<file path="config.mk">
export PLATFORM = sky130hd
export DESIGN_NAME = carry_lookahead_adder4
export DESIGN_NICKNAME = d
export VERILOG_FILES = /design/src/rtl/carry_lookahead_adder4.sv
export SDC_FILE = /design/constraint.sdc
export NUM_CORES = 1
export LEC_CHECK = 0
export ABC_AREA = 1
export BUFFER_PORTS_ARGS = -buffer_cell sky130_fd_sc_hd__buf_4
export CAP_MARGIN = 20
export CORE_AREA = 4 4 41 43
export CTS_BUF_LIST = sky130_fd_sc_hd__clkbuf_4 sky130_fd_sc_hd__clkbuf_8 sky130_fd_sc_hd__clkbuf_16
export CTS_CLUSTER_SIZE = 16
export DETAILED_ROUTE_END_ITERATION = 7
export DIE_AREA = 0 0 45 47
export GPL_ROUTABILITY_DRIVEN = 0
export SETUP_SLACK_MARGIN = 0.05
export SLEW_MARGIN = 20
export SYNTH_ARGS = -nofsm -noshare
export SYNTH_HDL_FRONTEND = slang
export SYNTH_SLANG_ARGS = --single-unit
</file>
<file path="constraint.sdc">
create_clock -name Clock -period 1.5 [get_ports Clock]
set_input_delay 0.075 -clock Clock [delete_from_list [all_inputs] [get_ports Clock]]
set_output_delay 0.075 -clock Clock [all_outputs]
set_load 0.01 [all_outputs]
</file>
<file path="src/rtl/carry_lookahead_adder4.sv">
// carry_lookahead_adder4: registered 4-bit carry-lookahead adder with group propagate/generate.
module carry_lookahead_adder4 (
    input  logic       Clock,
    input  logic       ResetN,
    input  logic [3:0] InputA,
    input  logic [3:0] InputB,
    input  logic       InputCarry,
    output logic [3:0] Output,
    output logic       OutputCarry,
    output logic       OutputGroupPropagation,
    output logic       OutputGroupGeneration
);
    logic [3:0] g, p, s;
    logic [4:0] c;
    logic       grp_p, grp_g;
    // Every carry is a flat sum of products of g/p and the carry-in, so no carry depends on another.
    always_comb begin
        g     = InputA & InputB;
        p     = InputA ^ InputB;
        c[0]  = InputCarry;
        c[1]  = g[0] | (p[0] & InputCarry);
        c[2]  = g[1] | (p[1] & g[0]) | (p[1] & p[0] & InputCarry);
        c[3]  = g[2] | (p[2] & g[1]) | (p[2] & p[1] & g[0]) | (p[2] & p[1] & p[0] & InputCarry);
        c[4]  = g[3] | (p[3] & g[2]) | (p[3] & p[2] & g[1]) | (p[3] & p[2] & p[1] & g[0])
              | (p[3] & p[2] & p[1] & p[0] & InputCarry);
        s     = p ^ c[3:0];
        grp_p = &p;
        grp_g = g[3] | (p[3] & g[2]) | (p[3] & p[2] & g[1]) | (p[3] & p[2] & p[1] & g[0]);
    end
    always_ff @(posedge Clock) begin
        if (!ResetN) begin
            Output                 <= 4'b0000;
            OutputCarry            <= 1'b0;
            OutputGroupPropagation <= 1'b0;
            OutputGroupGeneration  <= 1'b0;
        end else begin
            Output                 <= s;
            OutputCarry            <= c[4];
            OutputGroupPropagation <= grp_p;
            OutputGroupGeneration  <= grp_g;
        end
    end
endmodule

</file>
==> results of run 1 <==
==> cells in the final DEF (no fill, tap or decap), types with 3 or more instances in the layout <==
cell type  count
clkbuf_4       4
dfxtp_1        7
ha_1           5
nor2_1         6
a21oi_1        3
nand2_1       13
inv_1         10
buf_4         17
nand3_1        3
==> power breakdown <==
group          switching, mW  internal, mW  total (mW)
Combinational         0.0671        0.0681       0.135
Sequential           0.00426         0.204       0.209
Clock                 0.0623         0.119       0.181
==> routing by layer <==
metal | part of all wire | wire length [um] | global-route usage | vias up
li1 | - | - | - | 206
met1 | 0.44 | 310 | 0.0984 | 149
met4 | 0.021 | 15 | 0.0877 | 0
met2 | 0.43 | 305 | 0.110 | 16
met3 | 0.10 | 70 | 0.0115 | 2
met5 | 0 | 0 | 0 | -
==> logic make-up after synthesis <==
kind of cell | after synthesis | share of synthesized area
fa+ha+maj | 6 | 0.201
compound gates | 5 | 0.0671
flops | 7 | 0.341
buf+inv | 11 | 0.119
simple gates | 24 | 0.250
xor+xnor | 1 | 0.0213
==> through the flow <==
| step | total power, mW | worst slack (ps) | hold slack [ps] | util |
|---|---|---|---|---|
| after floorplan | 0.293 | 535 | 185 | - |
| after detailed placement | 0.350 | 344 | 317 | 0.419 |
| after global placement | 0.348 | 338 | 310 | 0.419 |
| after CTS | 0.538 | 610 | 55.2 | 0.442 |
| after global routing | 0.568 | 466 | 80.1 | 0.442 |
| final | 0.525 | 604 | 60.0 | 0.442 |
==> worst paths after layout <==
kind / startpoint / end / slack [ps]
worst max-delay path: InputA[2] / OutputCarry / 600
worst min-delay path: InputCarry / OutputCarry / 60
==> state kept, by name (all words and copies together) (netlist names) <==
signal / cells
OutputCarry: 1
Output: 4
OutputGroupPropagation: 1
OutputGroupGeneration: 1
==> cell type report <==
cell class	instances	share of cell area
flip-flops and latches	7	0.243
well taps	15	0.0326
multi-input cells	36	0.385
inverters	10	0.0652
clock buffers	4	0.0522
repair buffers	17	0.222
==> impl_metrics.toml, run 1 <==
[cells_and_area]
layout.nets = 92
drive_above_1_share = 0.297
synthToLayoutAreaGrowth_pct = 40.2
insertedDiodeCount = 0
fillers = 141
final_cells = 89
seqCellArea_sq_um = 140
multiInputGateArea_sq_um = 221
fin_area_sq_um = 576

[global_routing]
overflow = 0
grt_max_degree = 8
grt_usage = 0.0792
grt_pass1_wl_um = 1180
grt_pass1_vias = 313
antenna_found_initial = 0

[worst_hold_path]
whs_path_depth = 3
hold_path_class = "in2reg"

[place]
placedCellCount = 85
dp_hpwl_um = 624
io_buffers = 17
dpl_cell_area_sq_um = 546

[synthesis]
yosys.area.top_type = "dfxtp_1"
netlist_area_sq_um = 410
synth-seq-area-share = 0.341
yosysWarnings = 0
synthFlopType = "dfxtp_1"
synth_fp_nets = 71
synth-seq-cells = 7
ys_types = 14
avgSynthCellArea_sq_um = 7.60
ys_async_sr_fraction = 0
synth_edf_count = 0
yosysTopAreaCellShare = 0.341
syn_inst = 54
synthTopCellsByCount = "nand2_1, inv_1, dfxtp_1"
netlist_top_cells_area = "dfxtp_1, ha_1, nand2_1"
yosysMostFrequentCell = "nand2_1"

[route]
num_vias = 373
dr.pass1.iters = 4
wirelength_um = 702
drt_iter0_drc = 1
wl_per_cell_um = 7.89
drc = 0
vias_per_cell = 4.19
antenna_left = 0

[clocking]
cts.clk_slew.worst_paths_ps = 50
cts_tree = "done"
cts_resized = 0
cts_max_path_buffers = 2
htreeDepth = 1
cts-root-buf = "clkbuf_4"
cts_setup_buffers = 0
ctsHoldBuffers = 0
cts_sinks = 7
cts_buffers = 3

[sta]
fin_crit_sh = 0.597
rsz0062_at_grt = "false"
hold_viol = 0
fin_crit_ps = 896
max_freq_ghz = 1.12
setup_viol = 0
max_slew_margin = 0.857
worst_pin_slew_ps = 214
tns_ps = 0
slew_violations = 0

[critical_path]
worst-setup-path-type = "in2reg"
crit_family = "adder cells"
arrival_ps = 1040
cpMostUsedCell = "nand2_1"
endpoint_kind = "flip-flop"
cp.depth = 8
path_max_fanout = 6
cp.buffers_inverters = 2
slowest_delay_ps = 350
start_kind = "input port"
crit_slowest_cell = "ha_1"
crit_required_ps = 1640
worstPathCellList = "buf_4, ha_1, nand2_1, inv_1, a21oi_1, nand2_1, nand2_1, nand2_1"

[floorplan]
io_pins = 18
die_w_um = 45
dieArea_sq_um = 2120
core_area_sq_um = 1300
rows = 13
die_h_um = 47
start_util = 0.315

[power_and_ir_drop]
p_leak_nw = 0.327
peakVddDrop_mv = 0.259
p_per_area_nw_per_um2 = 913

[outcome]
status = "finished clean"

[job]
maxCapViolCount = 0
No activity file was read; power rests on OpenSTA's default activity.
==> run 2: changes to the inputs <==
==> constraint.sdc (replaced) <==
create_clock -name Clock -period 0.9 [get_ports Clock]
set_input_delay 0.045 -clock Clock [delete_from_list [all_inputs] [get_ports Clock]]
set_output_delay 0.045 -clock Clock [all_outputs]
set_load 0.01 [all_outputs]
==> impl_metrics.toml, run 2 (synthesized netlist as in run 1, its figures left out) <==
[critical_path]
arrival_ps = 870
worst-setup-path-type = "in2reg"
start_kind = "input port"
crit_required_ps = 1040
path_max_fanout = 7
endpoint_kind = "flip-flop"

[clocking]
ctsHoldBuffers = 0
htreeDepth = 1
cts_resized = 0
cts_sinks = 7
cts_buffers = 3
cts-root-buf = "clkbuf_4"
cts.clk_slew.worst_paths_ps = 50
cts_setup_buffers = 0
cts_max_path_buffers = 2
cts_tree = "done"

[power_and_ir_drop]
power_mw = 0.926
p_leak_nw = 0.338
p_per_area_nw_per_um2 = 1470
peakVddDrop_mv = 0.655

[floorplan]
io_pins = 18
core_area_sq_um = 1300
start_util = 0.315
die_w_um = 45
die_h_um = 47
rows = 13
dieArea_sq_um = 2120

[sta]
rsz0062_at_grt = "false"
max_slew_margin = 0.890
setup_viol = 0
fin_crit_sh = 0.808
max_freq_ghz = 1.38
fin_crit_ps = 727
slew_violations = 0
worst_pin_slew_ps = 163
hold_viol = 0

[cells_and_area]
drive_above_1_share = 0.368
fin_util = 0.486
largest_register_ffs = 4
layout_commonest_cell = "buf_4"
regMostFlops = "Output"
synthToLayoutAreaGrowth_pct = 54.0
fillers = 138
insertedDiodeCount = 0
final_cell_mix = "buf_4, nand2_1, inv_1"
layout.nets = 94

[place]
dp_hpwl_um = 724
io_buffers = 17

[worst_hold_path]
hp-start = "InputCarry"
hold_path_class = "in2reg"
whs_path_depth = 3
hold-path-endpoint = "OutputCarry"

[route]
drc = 0
antenna_left = 0
vias_per_cell = 4.34
wirelength_um = 840
drt_iter0_drc = 8
wl_per_cell_um = 9.23
dr.pass1.iters = 4
num_vias = 395

[outcome]
status = "finished clean"

[global_routing]
grtUsageMet1 = 0.112
use_met2 = 0.150
grt_busiest_layer = "met2"
grt_pass1_wl_um = 1440
use_met3 = 0.0766
grt_max_degree = 8
overflow = 0
antenna_found_initial = 0
grt_pass1_vias = 369
grt_usage = 0.101

[job]
maxCapViolCount = 0
-- run 2: how the worst max path moves through the flow --
stage	from	to	slack, ps	cells past startpoint
after detailed placement	InputA[2]	OutputCarry	-70	8
after floorplan	InputA[1]	Output[3]	50	8
after global placement	InputA[2]	OutputCarry	-80	8
after global routing	InputA[1]	Output[3]	60	8
after CTS	Output[2]	Output[2]	170	1
final	InputB[1]	Output[3]	170	7
-- run 2: metal layers --
layer,part of all wire,wire length [um]
met5,0,0
met4,0,0
met3,0.14,115
met2,0.44,372
met1,0.42,352
-- run 2: final cells by class --
class	count	area, sq um	area share
clock buffers	4	30.0	0.0475
inverters	10	37.5	0.0594
multi-input cells	36	263	0.416
well taps	15	18.8	0.0297
repair buffers	19	143	0.226
flip-flops and latches	7	140	0.222
-- run 2: power breakdown --
part | switching [mW] | internal (mW)
Sequential | 0.00756 | 0.340
Combinational | 0.126 | 0.143
Clock | 0.110 | 0.199
-- run 2: stage by stage --
stage	worst slack [ps]	hold slack (ps)	instance area [sq um]	std cells	TNS, ps
finish	173	28.0	632	91	0
global route	61.7	36.8	632	91	0
CTS	167	21.4	632	91	0
detailed placement	-70.4	283	602	87	-256
global placement	-75.7	285	602	87	-251
floorplan	46.8	155	452	54	0
-- run 2: worst max-delay path, cell delays in order --
cell and delay, ps:
buf_4 120, ha_4 300, nand2_1 50, nor2_1 100, nor2_1 70, a21oi_1 120, nor2_1 60
